### config.mk
export PLATFORM = sky130hd
export DESIGN_NAME = wall_renderer
export DESIGN_NICKNAME = d
export VERILOG_FILES = /design/src/rtl/wall_renderer_pkg.sv /design/src/rtl/wall_renderer_raster_counter.sv /design/src/rtl/wall_renderer.sv
export SDC_FILE = /design/constraint.sdc
export NUM_CORES = 1
export LEC_CHECK = 0
export ABC_AREA = 0
export BUFFER_PORTS_ARGS = -buffer_cell sky130_fd_sc_hd__buf_4
export CELL_PAD_IN_SITES_DETAIL_PLACEMENT = 1
export CELL_PAD_IN_SITES_GLOBAL_PLACEMENT = 1
export CORE_MARGIN = 10
export CORE_UTILIZATION = 40
export DETAILED_ROUTE_END_ITERATION = 10
export PLACE_DENSITY = 0.76
export RECOVER_POWER = 50
export SLEW_MARGIN = 15
export SYNTH_ARGS = -nofsm -noshare
export SYNTH_HDL_FRONTEND = slang
export SYNTH_SLANG_ARGS = --single-unit
### constraint.sdc
create_clock -name clk -period 2.86 [get_ports clk]
set_clock_uncertainty 0.2 [all_clocks]
set_input_delay 0.286 -clock clk [delete_from_list [all_inputs] [get_ports clk]]
set_output_delay 0.286 -clock clk [all_outputs]
set_load 0.05 [all_outputs]
### src/rtl/wall_renderer_pkg.sv
// ============================================================================
// Module      : game_params (package)
// Description : Shared screen geometry, colours and renderer state encoding.
// Revision    : 1.0 - initial release
// ============================================================================
`default_nettype none

package game_params;

    localparam int SCREEN_W     = 160;
    localparam int SCREEN_H     = 120;
    localparam int WALL_WIDTH   = 10;
    localparam int HOLE_HEIGHT  = 50;
    localparam int WALL_X_START = 150;

    localparam logic [2:0] WALL_COLOUR       = 3'b100;
    localparam logic [2:0] BACKGROUND_COLOUR = 3'b111;

    typedef enum logic [1:0] {
        IDLE = 2'd0,
        SCAN = 2'd1,
        DONE = 2'd2
    } render_state_t;

endpackage

`default_nettype wire

### src/rtl/wall_renderer_raster_counter.sv
// ============================================================================
// Module      : raster_counter
// Description : Nested column/row counter; row is the fast index.
// Revision    : 1.0 - initial release
// ============================================================================
`default_nettype none

module raster_counter #(
    parameter int WIDTH  = 10,
    parameter int HEIGHT = 120,
    parameter int COL_W  = 4,
    parameter int ROW_W  = 7
) (
    input  logic             clk,
    input  logic             reset,
    input  logic             clear,
    input  logic             en,
    output logic [COL_W-1:0] col,
    output logic [ROW_W-1:0] row,
    output logic             last
);

    localparam logic [COL_W-1:0] c_COL_MAX = COL_W'(WIDTH - 1);
    localparam logic [ROW_W-1:0] c_ROW_MAX = ROW_W'(HEIGHT - 1);

    logic [COL_W-1:0] r_col;
    logic [ROW_W-1:0] r_row;

    always_ff @(posedge clk) begin
        if (reset || clear) begin
            r_col <= '0;
            r_row <= '0;
        end else if (en) begin
            if (r_row == c_ROW_MAX) begin
                r_row <= '0;
                r_col <= (r_col == c_COL_MAX) ? '0 : r_col + 1'b1;
            end else begin
                r_row <= r_row + 1'b1;
            end
        end
    end

    assign col  = r_col;
    assign row  = r_row;
    assign last = (r_col == c_COL_MAX) && (r_row == c_ROW_MAX);

endmodule

`default_nettype wire

### src/rtl/wall_renderer.sv
// ============================================================================
// Module      : wall_renderer
// Description : Rasterises the wall footprint as one VGA pixel write per cycle.
// Revision    : 1.0 - initial release
// ============================================================================
`default_nettype none

module wall_renderer #(
    parameter int         SCREEN_W          = game_params::SCREEN_W,
    parameter int         SCREEN_H          = game_params::SCREEN_H,
    parameter int         WALL_WIDTH        = game_params::WALL_WIDTH,
    parameter int         HOLE_HEIGHT       = game_params::HOLE_HEIGHT,
    parameter logic [2:0] WALL_COLOUR       = game_params::WALL_COLOUR,
    parameter logic [2:0] BACKGROUND_COLOUR = game_params::BACKGROUND_COLOUR
) (
    input  logic       clk,
    input  logic       reset,
    input  logic       start,
    input  logic       erase,
    input  logic [7:0] wall_x,
    input  logic [6:0] hole_y,
    output logic       busy,
    output logic       done,
    output logic [7:0] x_out,
    output logic [6:0] y_out,
    output logic [2:0] colour_out,
    output logic       plot
);

    import game_params::*;

    localparam int c_COL_W = (WALL_WIDTH > 1) ? $clog2(WALL_WIDTH) : 1;
    localparam int c_ROW_W = 7;

    render_state_t      r_state;
    logic [7:0]         r_wall_x;
    logic [6:0]         r_hole_y;
    logic               r_erase;

    logic [c_COL_W-1:0] w_col;
    logic [c_ROW_W-1:0] w_row;
    logic               w_last;
    logic               w_clear;
    logic               w_scan;
    logic [8:0]         w_px;
    logic [7:0]         w_row8;
    logic [7:0]         w_hole_lo;
    logic [7:0]         w_hole_hi;
    logic               w_in_hole;

    assign w_scan  = (r_state == SCAN);
    assign w_clear = (r_state == IDLE) && start;

    raster_counter #(
        .WIDTH  (WALL_WIDTH),
        .HEIGHT (SCREEN_H),
        .COL_W  (c_COL_W),
        .ROW_W  (c_ROW_W)
    ) u_raster (
        .clk   (clk),
        .reset (reset),
        .clear (w_clear),
        .en    (w_scan),
        .col   (w_col),
        .row   (w_row),
        .last  (w_last)
    );

    always_ff @(posedge clk) begin
        if (reset) begin
            r_state  <= IDLE;
            r_wall_x <= '0;
            r_hole_y <= '0;
            r_erase  <= 1'b0;
        end else begin
            case (r_state)
                IDLE: begin
                    if (start) begin
                        r_wall_x <= wall_x;
                        r_hole_y <= hole_y;
                        r_erase  <= erase;
                        r_state  <= SCAN;
                    end
                end
                SCAN: begin
                    if (w_last) begin
                        r_state <= DONE;
                    end
                end
                DONE:    r_state <= IDLE;
                default: r_state <= IDLE;
            endcase
        end
    end

    // 9-bit x so walls straddling the right edge clip instead of wrapping
    assign w_px      = {1'b0, r_wall_x} + 9'(w_col);
    assign w_row8    = {1'b0, w_row};
    assign w_hole_lo = {1'b0, r_hole_y};
    assign w_hole_hi = w_hole_lo + 8'(HOLE_HEIGHT);
    assign w_in_hole = (w_row8 >= w_hole_lo) && (w_row8 < w_hole_hi);

    assign busy       = (r_state == SCAN) || (r_state == DONE);
    assign done       = (r_state == DONE);
    assign plot       = w_scan && (w_px < 9'(SCREEN_W));
    assign x_out      = w_scan ? w_px[7:0] : 8'd0;
    assign y_out      = w_scan ? w_row : 7'd0;
    assign colour_out = !w_scan              ? 3'b000 :
                        (r_erase || w_in_hole) ? BACKGROUND_COLOUR : WALL_COLOUR;

endmodule

`default_nettype wire

======== Word level (Yosys, flattened, before mapping) ========
Cells that the tools add are included.
word-level totals
  output and inout bits ................... 21
  register bits ........................... 29
  word-level logic and storage cells ...... 39
cells by class
  eq/ne operators ......................... 6
  mux-type cells .......................... 9
  add/sub/neg operators ................... 4
  reduce and logical (&&, ||, !) cells .... 11
  $lt $le $gt $ge ......................... 3
operator list
  cell                   count
  $mux W7                2
  $add A8 B4 Y9          1
  $lt A9 B8 Y1 const B   1
  $add A7 B6 Y8 const B  1
  $lt A7 B8 Y1           1
  $mux W8                1
  $add A7 B1 Y7 const B  1
  $eq A7 B7 Y1 const B   1
  $ge A7 B7 Y1           1
  $mux W2                3
  $reduce_and A2 Y1      3
  $add A4 B1 Y4 const B  1
  $eq A4 B4 Y1 const B   1
  $logic_and A1 B1 Y1    4
  $mux W4                1
  $pmux W2 S2            1
  $logic_or A1 B1 Y1     3
  $mux W3                1
  $eq A2 B1 Y1 const B   1
  $eq A2 B2 Y1 const B   1
  $logic_not A2 Y1       1
  $ne A2 B1 Y1 const B   1
  $ne A2 B2 Y1 const B   1

======== Depth between registers and ports, before layout ========
  depth in word-level cells ............... 6
  gate-level depth with buffers ........... 9

======== Hierarchy ========
From an unflattened synthesis, not the netlist that was laid out.
unflattened totals
  cells, all modules ...................... 242
  area total of the unflattened synthesis .. 1,948.1 um^2
modules (own cells, without submodules)
  module          cells an instance  area an instance (um^2)  instances  seq. area each (um^2)
  wall_renderer   180                1,411.4                  1          360.3
  raster_counter  62                 536.8                    1          220.2

======== Least setup slack after synthesis ========
No wires, ideal clock.
  kind .................................... register -> output
  from .................................... register u_raster.r_col[0] (netlist: u_raster.col[0])
  to ...................................... output plot
  setup slack ............................. -372 ps
  cell stages (with the launch flop) ...... 7
  arrival ................................. 2,746 ps
  cells stage by stage .................... dfxtp_1 ha_1 fa_1 a211oi_1 or2_1 nand3_1 a311oi_1
on the way
  longest elaborated chain between the ends .. 3
ends and longest elaborated chain
  element                   line                                RTL
  start: declaration        wall_renderer_raster_counter.sv:26  logic [COL_W-1:0] r_col;
  start signal: assignment  wall_renderer_raster_counter.sv:36  r_col <= (r_col == c_COL_MAX) ? '0 : r_col + 1'b1;
  $add A8 B4 Y9             wall_renderer.sv:97                 assign w_px = {1'b0, r_wall_x} + 9'(w_col);
  $lt A9 B8 Y1              wall_renderer.sv:105                assign plot = w_scan && (w_px < 9'(SCREEN_W));
  $logic_and A1 B1 Y1       wall_renderer.sv:105
  end: declaration          wall_renderer.sv:27                 output logic plot
No other way between the ends.

======== Final worst setup path ========
  from .................................... register u_raster.r_col[1] (netlist: u_raster.col[1])
  to ...................................... output plot
The elaborated chain is that of the path after synthesis.

==> results.yml <==
sta:
  rsz0062_at_grt: "yes"
  tightest_slew_ps: 807
  fmax_ghz: 0.365
  fin_crit_ps: 2740
  setup_ws_ps: 123
  setup_viol: 0
  setup_tns_ps: 0
  hold_viol_final: 0
  whs_ps: 40.5
  slew_headroom: 0.462
  fin_crit_sh: 0.957
  slew_violations: 0
placement:
  pre_cts_slack_ps: 308
  io_buffers: 39
  routabilityCongestion: 0.800
  dp_hpwl_microns: 3990
yosys:
  ys_ff_latch: 29
  avgSynthCellArea_sq_um: 7.93
  yosys-top-cells-area: "dfxtp_1 30%, ha_1 15%, nand2_1 7.7%, a21oi_1 6.9%, xnor2_1 4.5%"
  synth_mux_area_frac: 0.0205
  synth-adder-area-share: 0.158
  synth-compound-area-share: 0.137
  yosys.area.top_type_share: 0.297
  synth.yosys.warnings: 0
  yosys.area.top_type: "dfxtp_1"
  synth_ff_type: "dfxtp_1"
  synth_edf_count: 0
  synth_area_sq_mm: 0.00195
  seq_area_frac_synth: 0.297
  synth.distinct_cells: 39
  yosys.area_share.simple: 0.268
  synth_top_family_by_area: "simple AND/OR/NAND/NOR gates"
  synth_nets: 289
  synthXorXnorAreaFrac: 0.0673
  syn_inst: 246
  async_flop_share: 0
critical_path:
  end_kind: "output port"
  cp.arrival_ps: 2250
  worstPathRequired_ps: 2370
  worstPathMaxFanout: 8
  critical-path-max-stage-delay_ps: 490
  slowest_stage: "dfxtp_1"
  crit_chain: "ha_1 -> a21oi_2 -> o211ai_2 -> or3_1 -> a311oi_2 -> buf_6"
  startpoint_type: "register"
  r2r_cells: 7
  critPathKind: "reg -> out"
  r2r_slack_ps: 490
power:
  power_density_mw_per_mm2: 639
  p_int_mw: 0.859
  total_leakage_power_nw: 1.05
  switchingPower_mw: 0.667
  peakVddDrop_uv: 422
  swShare: 0.437
  p_seq_frac: 0.341
  comb_power_share: 0.446
  power_frac_clock: 0.213
finish:
  final_cell_mix: "40 x nand2_1, 35 x buf_4, 27 x a21oi_1, 27 x dfxtp_1, 23 x ha_1"
  drive_gt1_frac: 0.190
  num_antenna_cells: 0
  mostFrequentLayoutCell: "nand2_1"
  synthToLayoutAreaGrowth_pct: 22.4
  n_fill_cell: 600
  nets: 326
detailed_routing:
  via_count: 1778
  drt_pass1_iterations: 3
  post_drt_wl_per_cell_microns: 14.3
  drc_errors: 0
  antenna_left: 0
  dr.first_iter.drc_count: 46
  avgViaCountPerCell: 5.07
  routed_wl_microns: 5040
grt:
  top_usage_layer: "met2"
  grt_first_pass_wirelength_microns: 8700
  gr-usage-met2: 0.202
  antenna_found_initial: 0
  use_met1: 0.156
  grt_max_degree: 21
  use_met3: 0.0324
  grt_pass1_vias: 1862
  grt_util_all_layers: 0.126
  grt.overflow.total: 0
clock_tree:
  clk_pin_slew_ps: 60
  h-tree-depth: 2
  ctsHoldBuffers: 0
  clkSinkCount: 29
  clockBufferDepth: 2
  clk_latency_ps: 280
  post_cts_buffers: 0
  ctsRootBufferMaster: "clkbuf_8"
  cts_tree: "built"
  numCtsBuffers: 5
floorplanning:
  die_h_microns: 89.9
  die_w_microns: 89.9
  coreArea_sq_mm: 0.00472
  io_pins: 40
  row_count: 25
  initial_core_util: 0.413
  die_area_sq_mm: 0.00807
min_path:
  hp-class: "in -> reg"
  holdPathStages: 3
status:
  outcome: "complete, no violations"
flow_run:
  drv_cap: 0
-- critical path: cells and delay by family (launching register included) --
| kind | cells | cell delay (ps) |
|---|---|---|
| compound gates | 3 | 630 |
| flops | 1 | 490 |
| simple gates | 1 | 350 |
| fa+ha+maj | 1 | 300 |
| buf+inv | 1 | 200 |
-- flip-flops by register name (all words and copies together) (netlist names) --
| signal | cells |
|---|---|
| r_wall_x | 8 |
| r_hole_y | 7 |
| u_raster.row | 7 |
| u_raster.col | 4 |
| r_state | 2 |
| r_erase | 1 |
-- power groups by stage --
stage	clock, mW	combinational, mW	sequential (mW)
5_1_grt	0.356	0.757	0.531
3_3_place_gp	0	0.686	0.525
3_5_place_dp	0	0.695	0.528
4_1_cts	0.335	0.700	0.520
2_1_floorplan	0	0.532	0.508
6_report	0.325	0.681	0.520
-- what timing repair did --
| action | CTS | global route |
|---|---|---|
| gates cloned | 0 | 0 |
| gates resized for setup | 1 | 7 |
| setup endpoints to repair | 2 | 3 |
| pin swaps | 0 | 0 |
-- metrics by stage --
| stage | instance area, sq um | utilization | std cells | power, mW |
|---|---|---|---|---|
| final | 2390 | 0.506 | 351 | 1.53 |
| after detailed placement | 2300 | 0.486 | 343 | 1.22 |
| after CTS | 2380 | 0.504 | 351 | 1.55 |
| after floorplan | 1960 | - | 246 | 1.04 |
| after global routing | 2390 | 0.506 | 351 | 1.64 |
| after global placement | 2300 | 0.486 | 343 | 1.21 |
-- cell usage after synthesis, drive strengths merged (2+ instances only) --
master	n
nand2	40
dfxtp	29
a21oi	28
ha	23
nor2	19
inv	12
nand3	12
and2	10
xnor2	10
clkbuf	6
nand2b	6
nand4	6
buf	5
xor2	5
mux2i	4
o21ai	4
a211oi	3
a211o	2
and3	2
and4b	2
nor2b	2
nor3b	2
-- routing by layer --
layer | share of wire | wire (microns)
met1 | 0.48 | 2410
met4 | 0.014 | 73
met5 | 0 | 0
met3 | 0.036 | 183
met2 | 0.47 | 2370
-- kinds of logic after synthesis --
group / Yosys count
AO/OA/AOI/OAI: 44
AND/OR/NAND/NOR: 106
flip-flops: 29
XOR/XNOR: 15
buffers and inverters: 24
multiplexers: 4
adder cells (fa/ha/maj): 24
-- final cells by class --
type,instances,area [sq um],share of cell area
multi-input cells,193,1280,0.536
flip-flops and latches,29,586,0.245
repair buffers,41,308,0.129
well taps,67,83.8,0.0351
clock buffers,6,72.6,0.0304
inverters,13,48.8,0.0204
clock inverters,2,10.0,0.00419
-- path summary, 6_finish.rpt --
| path | endpoint | startpoint |
|---|---|---|
| max | plot | u_raster.col[1]$_SDFFE_PP0P_ |
| min | r_hole_y[3]$_SDFFE_PP0P_ | hole_y[3] |
| max reg2reg | u_raster.col[3]$_SDFFE_PP0P_ | r_state[1]$_SDFFE_PP0P_ |
| min reg2reg | r_hole_y[0]$_SDFFE_PP0P_ | r_hole_y[0]$_SDFFE_PP0P_ |
Power figures use the tool's default switching activity.
